**config.mk**
```make
export PLATFORM = sky130hd
export DESIGN_NAME = rom_dma_fifo_fill
export DESIGN_NICKNAME = d
export VERILOG_FILES = /design/src/rtl/rom_dma_fifo_fill_pkg.sv /design/src/rtl/rom_dma_skid_buf.sv /design/src/rtl/rom_dma_fifo_fill.sv
export SDC_FILE = /design/constraint.sdc
export NUM_CORES = 1
export LEC_CHECK = 0
export ABC_AREA = 1
export CAP_MARGIN = 20
export CORE_MARGIN = 2
export CORE_UTILIZATION = 48
export CTS_CLUSTER_DIAMETER = 120
export CTS_CLUSTER_SIZE = 20
export DETAILED_ROUTE_END_ITERATION = 8
export GPL_ROUTABILITY_DRIVEN = 1
export PLACE_DENSITY = 0.77
export SLEW_MARGIN = 20
export SYNTH_ARGS = -nofsm -noshare
export SYNTH_HDL_FRONTEND = slang
export SYNTH_SLANG_ARGS = --single-unit
```
**constraint.sdc**
```tcl
create_clock -name clk -period 2.7 [get_ports clk]
set_clock_uncertainty 0.05 [all_clocks]
set_input_delay 0.54 -clock clk [delete_from_list [all_inputs] [get_ports clk]]
set_output_delay 0.54 -clock clk [all_outputs]
set_load 0.02 [all_outputs]
```
**src/rtl/rom_dma_fifo_fill_pkg.sv**
```systemverilog
// Shared constants and FSM state type for the ROM-to-FIFO DMA fill stage.
package rom_dma_fifo_fill_pkg;

  localparam int unsigned FIFO_DATA_WIDTH             = 8;
  localparam int unsigned NUM_OF_ROM_FIFO_RD_PER_INST = 3;
  localparam int unsigned SKID_DEPTH                  = 2;
  localparam int unsigned SKID_CNT_W                  = 2;

  typedef enum logic [1:0] {
    IDLE  = 2'd0,
    FETCH = 2'd1,
    DRAIN = 2'd2,
    DONE  = 2'd3
  } t_rom_dma_fill_st;

endpackage

```
**src/rtl/rom_dma_skid_buf.sv**
```systemverilog
// Two-entry in-order skid buffer that catches ROM read data while the FIFO is full.
module rom_dma_skid_buf
  import rom_dma_fifo_fill_pkg::*;
#(
  parameter int unsigned DATA_WIDTH = FIFO_DATA_WIDTH
) (
  input  logic                  clk,
  input  logic                  reset_n,
  input  logic                  flush,
  input  logic                  push,
  input  logic [DATA_WIDTH-1:0] push_data,
  input  logic                  pop,
  output logic [SKID_CNT_W-1:0] count,
  output logic [DATA_WIDTH-1:0] head_data_c
);

  logic [DATA_WIDTH-1:0] mem [SKID_DEPTH];
  logic                  wr_ptr;
  logic                  rd_ptr;

  always_ff @(posedge clk or negedge reset_n) begin
    if (!reset_n) begin
      for (int i = 0; i < int'(SKID_DEPTH); i++) mem[i] <= '0;
      wr_ptr <= 1'b0;
      rd_ptr <= 1'b0;
      count  <= '0;
    end else if (flush) begin
      wr_ptr <= 1'b0;
      rd_ptr <= 1'b0;
      count  <= '0;
    end else begin
      if (push) begin
        mem[wr_ptr] <= push_data;
        wr_ptr      <= ~wr_ptr;
      end
      if (pop) rd_ptr <= ~rd_ptr;
      count <= count + SKID_CNT_W'(push) - SKID_CNT_W'(pop);
    end
  end

  assign head_data_c = mem[rd_ptr];

endmodule

```
**src/rtl/rom_dma_fifo_fill.sv**
```systemverilog
// DMA fill stage: streams dma_num_inst instructions worth of ROM words into the ROM data
// FIFO in address order, throttling on FIFO full without dropping in-flight ROM data.
module rom_dma_fifo_fill
  import rom_dma_fifo_fill_pkg::t_rom_dma_fill_st, rom_dma_fifo_fill_pkg::IDLE,
         rom_dma_fifo_fill_pkg::FETCH, rom_dma_fifo_fill_pkg::DRAIN,
         rom_dma_fifo_fill_pkg::DONE, rom_dma_fifo_fill_pkg::SKID_CNT_W;
#(
  parameter int unsigned FIFO_DATA_WIDTH             = rom_dma_fifo_fill_pkg::FIFO_DATA_WIDTH,
  parameter int unsigned ROM_ADDR_WIDTH              = 8,
  parameter int unsigned NUM_OF_ROM_FIFO_RD_PER_INST = rom_dma_fifo_fill_pkg::NUM_OF_ROM_FIFO_RD_PER_INST,
  parameter int unsigned INST_CNT_WIDTH              = 6
) (
  input  logic                       clk,
  input  logic                       reset_n,
  input  logic                       dma_start,
  input  logic                       dma_abort,
  input  logic [ROM_ADDR_WIDTH-1:0]  dma_base_addr,
  input  logic [INST_CNT_WIDTH-1:0]  dma_num_inst,
  output logic                       rom_rd_en,
  output logic [ROM_ADDR_WIDTH-1:0]  rom_addr,
  input  logic [FIFO_DATA_WIDTH-1:0] rom_rd_data,
  output logic                       rom_data_fifo_fifo_data_push,
  output logic [FIFO_DATA_WIDTH-1:0] rom_data_fifo_fifo_data_in,
  input  logic                       rom_data_fifo_fifo_full,
  output logic                       dma_busy,
  output logic                       dma_done,
  output logic [ROM_ADDR_WIDTH:0]    dma_words_sent
);

  localparam int unsigned WL_W = INST_CNT_WIDTH + 2;
  localparam int unsigned WS_W = ROM_ADDR_WIDTH + 1;

  t_rom_dma_fill_st           state;
  t_rom_dma_fill_st           state_nxt;
  logic [WL_W-1:0]            words_left;
  logic [WL_W-1:0]            start_words;
  logic [ROM_ADDR_WIDTH-1:0]  addr;
  logic                       rd_pending;
  logic [SKID_CNT_W-1:0]      skid_count;
  logic [FIFO_DATA_WIDTH-1:0] skid_head;
  logic                       skid_nonempty;
  logic                       pop_skid;
  logic                       direct_push;
  logic                       skid_wr;
  logic                       push_c;
  logic                       rd_en_c;
  logic [2:0]                 credit_used;
  logic [FIFO_DATA_WIDTH-1:0] fifo_data_c;

  // Return path and read credit: skid head wins over direct push to keep order.
  always_comb begin
    start_words   = WL_W'(dma_num_inst) * WL_W'(NUM_OF_ROM_FIFO_RD_PER_INST);
    skid_nonempty = (skid_count != '0);
    pop_skid      = skid_nonempty & ~rom_data_fifo_fifo_full & ~dma_abort;
    direct_push   = rd_pending & ~skid_nonempty & ~rom_data_fifo_fifo_full & ~dma_abort;
    skid_wr       = rd_pending & ~direct_push & ~dma_abort;
    push_c        = pop_skid | direct_push;
    credit_used   = 3'(rd_pending) + 3'(skid_count) - 3'(pop_skid);
    rd_en_c       = (state == FETCH) & (words_left != '0) & (credit_used < 3'd2) & ~dma_abort;
    fifo_data_c   = '0;
    if (pop_skid)         fifo_data_c = skid_head;
    else if (direct_push) fifo_data_c = rom_rd_data;
  end

  always_comb begin
    state_nxt = state;
    if (dma_abort) begin
      state_nxt = IDLE;
    end else begin
      case (state)
        IDLE:    if (dma_start) state_nxt = (start_words == '0) ? DONE : FETCH;
        FETCH:   if (rd_en_c && (words_left == WL_W'(1))) state_nxt = DRAIN;
        DRAIN:   if (!rd_pending && !skid_nonempty) state_nxt = DONE;
        DONE:    state_nxt = IDLE;
        default: state_nxt = IDLE;
      endcase
    end
  end

  always_ff @(posedge clk or negedge reset_n) begin
    if (!reset_n) begin
      state          <= IDLE;
      words_left     <= '0;
      addr           <= '0;
      rd_pending     <= 1'b0;
      dma_busy       <= 1'b0;
      dma_done       <= 1'b0;
      dma_words_sent <= '0;
    end else begin
      state      <= state_nxt;
      rd_pending <= rd_en_c;
      dma_busy   <= (state_nxt == FETCH) || (state_nxt == DRAIN);
      dma_done   <= (state == DONE) && !dma_abort;
      if ((state == IDLE) && dma_start && !dma_abort) begin
        words_left     <= start_words;
        addr           <= dma_base_addr;
        dma_words_sent <= '0;
      end else begin
        if (rd_en_c) begin
          words_left <= words_left - WL_W'(1);
          addr       <= addr + ROM_ADDR_WIDTH'(1);
        end
        if (push_c) dma_words_sent <= dma_words_sent + WS_W'(1);
      end
    end
  end

  rom_dma_skid_buf #(
    .DATA_WIDTH (FIFO_DATA_WIDTH)
  ) u_skid (
    .clk         (clk),
    .reset_n     (reset_n),
    .flush       (dma_abort),
    .push        (skid_wr),
    .push_data   (rom_rd_data),
    .pop         (pop_skid),
    .count       (skid_count),
    .head_data_c (skid_head)
  );

  assign rom_rd_en                    = rd_en_c;
  assign rom_addr                     = addr;
  assign rom_data_fifo_fifo_data_push = push_c;
  assign rom_data_fifo_fifo_data_in   = fifo_data_c;

endmodule

```
Word level (Yosys, flattened, before mapping) --
Cells that the tools add are included.
Storage, ports and cells: bits in registers 50, input port bits 27, logic and storage cells 93
Cells by class: magnitude comparators 4, reductions and logical operators 19, equal/unequal tests 6, bitwise gates (word level) 19, multipliers 1, $add $sub $neg 7, mux-type cells 25
Operator list (number):
- $mux W8 | 10
- $mux W9 | 2
- $bwmux W16 | 1
- $mux W2 | 6
- $and A1 B1 Y1 | 10
- $reduce_bool A2 Y1 | 5
- $add A9 B1 Y9 const B | 1
- $add A8 B1 Y8 const B | 1
- $demux W8 S1 | 1
- $eq A8 B1 Y1 const B | 1
- $logic_not A8 Y1 | 1
- $mul A6 B2 Y8 const B | 1
- $pmux W2 S4 | 1
- $reduce_bool A8 Y1 | 1
- $sub A8 B1 Y8 const B | 1
- $eq A2 B2 Y1 const B | 3
- $logic_and A1 B1 Y1 | 6
- $not A1 Y1 | 6
- $eq A2 B1 Y1 const B | 2
- $ge A2 B2 Y1 const B | 2
- $mux W1 | 4
- $not A1 Y2 | 2
- $add A1 B2 Y3 | 1
- $logic_not A1 Y1 | 3
- 9 further kinds | 9

Logic depth before layout (Yosys ltp) --
word-level depth 13, gate-level depth with buffers 19, mapped depth without buffers 19

Hierarchy --
Synthesis repeated with hierarchy kept, for this count alone.
Second synthesis, totals: cell total of the unflattened synthesis 384, area total of the unflattened synthesis 3213.1 um^2
Modules (own cells, without submodules):
- rom_dma_fifo_fill | cells an instance 291, times used 1, area an instance 2232.1 um^2, seq. area each 750.7 um^2
- rom_dma_skid_buf | cells an instance 93, times used 1, area an instance 980.9 um^2, seq. area each 500.5 um^2

Worst setup path before layout --
OpenSTA, ideal clock, no wires.
path type in2out, start point input port dma_abort, end point output port rom_rd_en, arrival 2.415 ns, slack -0.305 ns, stages on the path 12, cells stage by stage buf_6 -> inv_6 -> nand2_2 -> clkinv_1 -> ha_1 -> inv_1 -> nand2_1 -> fa_1 -> nand3_1 -> nor2_2 -> nand2_2 -> inv_1
On the way: cells in the longest elaborated chain, start to end 6
Ends and longest elaborated chain:
- start, declared | RTL line rom_dma_fifo_fill.sv:16 | input logic dma_abort,
- $not A1 Y1 (no line) (*)
- $and A1 B1 Y1 | RTL line rom_dma_fifo_fill.sv:54 | pop_skid = skid_nonempty & ~rom_data_fifo_fifo_full & ~dma_abort;
- $sub A3 B1 Y3 | RTL line rom_dma_fifo_fill.sv:58 | credit_used = 3'(rd_pending) + 3'(skid_count) - 3'(pop_skid);
- $lt A3 B2 Y1 | RTL line rom_dma_fifo_fill.sv:59 | rd_en_c = (state == FETCH) & (words_left != '0) & (credit_used < 3'd2) & ~dma_abort;
- $and A1 B1 Y1 | RTL line rom_dma_fifo_fill.sv:59
- $and A1 B1 Y1 (*) | RTL line rom_dma_fifo_fill.sv:59
- end, declared | RTL line rom_dma_fifo_fill.sv:19 | output logic rom_rd_en,
Every way passes the cells marked *; elsewhere a longest branch is shown, timed or not.

Final worst setup path --
start point input port rom_data_fifo_fifo_full, end point output port rom_rd_en
On the way: cells in the longest elaborated chain, start to end 7
Ends and longest elaborated chain:
- start, declared | RTL line rom_dma_fifo_fill.sv:24 | input logic rom_data_fifo_fifo_full,
- $not A1 Y1 | RTL line rom_dma_fifo_fill.sv:54
- $and A1 B1 Y1 (2 in series) | RTL line rom_dma_fifo_fill.sv:54
- $sub A3 B1 Y3 | RTL line rom_dma_fifo_fill.sv:58
- $lt A3 B2 Y1 | RTL line rom_dma_fifo_fill.sv:59
- $and A1 B1 Y1 (2 in series) | RTL line rom_dma_fifo_fill.sv:59
No other way between the ends.

==> impl_metrics.tcl <==
set metrics [dict create \
    drc_errors 0 \
    post_dp_cell_area_sq_mm 0.00380 \
    grt_antenna_before_repair 0 \
    grt-ovfl-total 0 \
    p_per_area_mw_per_mm2 718 \
    fin_area_sq_mm 0.00410 \
    grt_pass1_vias 2643 \
    synth_area_sq_mm 0.00308 \
    drive_above_1_share_pct 17.6 \
    nets 503 \
    r2r_cells 17 \
    cp_data_required_time_ps 2110 \
    yosysWarnings 0 \
    cts-root-buf "clkbuf_8" \
    fin_ws_ps -193 \
    pin_count 56 \
    yosysUniqueCellTypes 35 \
    seqCellArea_sq_mm 0.00125 \
    cts_tree "yes" \
    status "finished, violations left" \
    synthCells 378 \
    clk-insertion-delay-late_ps 300 \
    cp-start-kind "primary input" \
    cp-end-kind "output port" \
    rr_startpoint "u_skid.count[0]" \
    multi_input_area_sq_mm 0.00162 \
    ctsHoldBuffers 0 \
    dp_hpwl_um 4800 \
    hold_path_class "in -> async" \
    synth_top_area_share_pct 40.6 \
    setup_viol 10 \
    drt_pass1_iterations 4 \
    failed_checks "negative setup slack" \
    maxCapViolations 0 \
    yosys-top-cells-area "dfrtp_1 (41%), nand2_1 (10%), ha_1 (6.5%)" \
    cts_max_path_buffers 2 \
    gp_congestion 0.845 \
    min_period_ps 2890 \
    holdWs_ps 262 \
    drv_slew 0 \
    die_area_sq_mm 0.00707 \
    grt_pass1_wl_um 11600 \
    synth.avg_cell_area_sq_um 8.15 \
    path_clk_slew_ps 90 \
    first_iter_violations 136 \
    mostFrequentLayoutCell "nand2_1" \
    fillerInstances 534 \
    htree_levels 2 \
    synth_seq_cells 50 \
    layout_common_cells "nand2_1 (77), dfrtp_1 (50), inv_1 (47)" \
    synth.net_count 423 \
    num_rows 29 \
    post_drt_wl_per_cell_um 12.4 \
    routed_via_density 5.13 \
    reg2reg_to "rom_addr[2]" \
    area_growth_pct 33.1 \
    die-width_um 84.1 \
    critPathMaxFanout 2 \
    setup.worst_path.end "rom_rd_en" \
    worstPathArrival_ps 2300 \
    vias 2748 \
    clock_sinks 50 \
    tightest_slew_ps 617 \
    finalCritPeriodShare_pct 107 \
    crit_type "in -> out" \
    grt.total_usage_pct 19.5 \
    n_antenna_cell 0 \
    grt_max_degree 51 \
    fmax_mhz 346 \
    drt_wl_total_um 6670 \
    initial_core_util_pct 49.1 \
    rsz0062_at_grt "true" \
    relSlewSlack_pct 58.8 \
    rrSetupSlack_ps -100 \
    chipHeight_um 84.1 \
    synth-seq-area-share_pct 40.6 \
    postRouteAntennaNets 0 \
    worstSetupStartpoint "rom_data_fifo_fifo_full" \
    numPortBuffers 55 \
    tns_ps -926 \
    leakagePower_uw 0.00205 \
    peakVddDrop_v 0.000550 \
    core_area_sq_mm 0.00628 \
    hold_viol 0 \
    numCtsBuffers 5 \
    synth_area_leader_cell "dfrtp_1" \
]
## flip-flops by register name, summed over array words and instances (netlist names)
register        cells
dma_busy            1
dma_done            1
dma_words_sent      9
rd_pending          1
rom_addr            8
state               2
u_skid.count        2
u_skid.mem         16
u_skid.rd_ptr       1
u_skid.wr_ptr       1
words_left          8
## power breakdown
| group | internal [uW] | leakage (uW) | switching (uW) |
|---|---|---|---|
| logic | 588 | 0.00135 | 665 |
| clock network | 235 | 0.0000544 | 248 |
| registers | 994 | 0.000650 | 215 |
## through the flow
step                      util (%)  cells  setup WS [ps]  power (uW)
after floorplan                  -    378           8.77        1940
after global placement        60.5    518           -957        2320
after detailed placement      60.5    518           -968        2360
after CTS                     62.6    528           -267        2860
after global routing          65.3    536           -301        3180
final                         65.3    536           -193        2950
## Yosys cell counts (all sizes together)
cell    number
fa           2
a31oi        1
nor3         7
nor2        35
o21ai       33
nand4        2
and3         1
xnor2        3
clkinv       1
or2          8
inv         52
nand3b       1
o22ai        2
o221ai       5
nand3       26
ha          16
o211ai      14
nand2       89
xor2        10
buf         10
dfrtp       50
a21oi       10
## routing by layer
layer | track usage (%) | routed length (um) | vias to the layer above
li1 | - | - | 1388
met5 | 0 | 0 | -
met3 | 2.67 | 286 | 9
met4 | 3.96 | 67 | 0
met1 | 25.1 | 2940 | 1281
met2 | 35.1 | 3370 | 70
## worst max-delay path: stages
cell and delay, ps:
clkdlybuf4s15_1 220, nor2_4 190, nand2_8 60, clkinv_4 50, ha_4 180, inv_2 50
nand2_2 40, fa_1 480, nand3_1 80, nor2_2 130, nand2_2 90, inv_4 60
buf_6 100
## worst min path at each step
stage	slack [ps]	endpoint	startpoint
3_5_place_dp	420	u_skid.mem[1]	u_skid.mem[1]
3_3_place_gp	410	u_skid.mem[4]	u_skid.mem[4]
5_1_grt	330	u_skid.mem[11]	reset_n
6_report	260	u_skid.rd_ptr	reset_n
2_1_floorplan	190	dma_busy	reset_n
4_1_cts	300	u_skid.count[1]	reset_n
## cell type report
type / count / share of cell area (%)
Multi-Input combinational cell: 265 / 39.4
Inverter: 53 / 5.25
Clock buffer: 7 / 2.35
Clock inverter: 1 / 0.214
Timing Repair Buffer: 83 / 19.9
Sequential cell: 50 / 30.5
Tap cell: 77 / 2.35
## kinds of logic (layout without fill, tap and decap cells)
group	count (synthesis)	after routing	synth area share, %
and+or+nand+nor	169	169	25.8
adders and majority gates	18	18	7.80
xor gates and xnor gates	13	13	3.70
DFF	50	50	40.6
buffers and inverters	63	144	9.42
AOI/OAI and AO/OA	65	65	12.7
## timing repair
action | CTS | global route
buffers inserted | 2 | 7
cloned | 0 | 1
endpoints found under the setup margin | 26 | 24
pin swaps | 5 | 9
gates resized for setup | 14 | 26
Note: power is estimated with default switching activity, not from simulation.
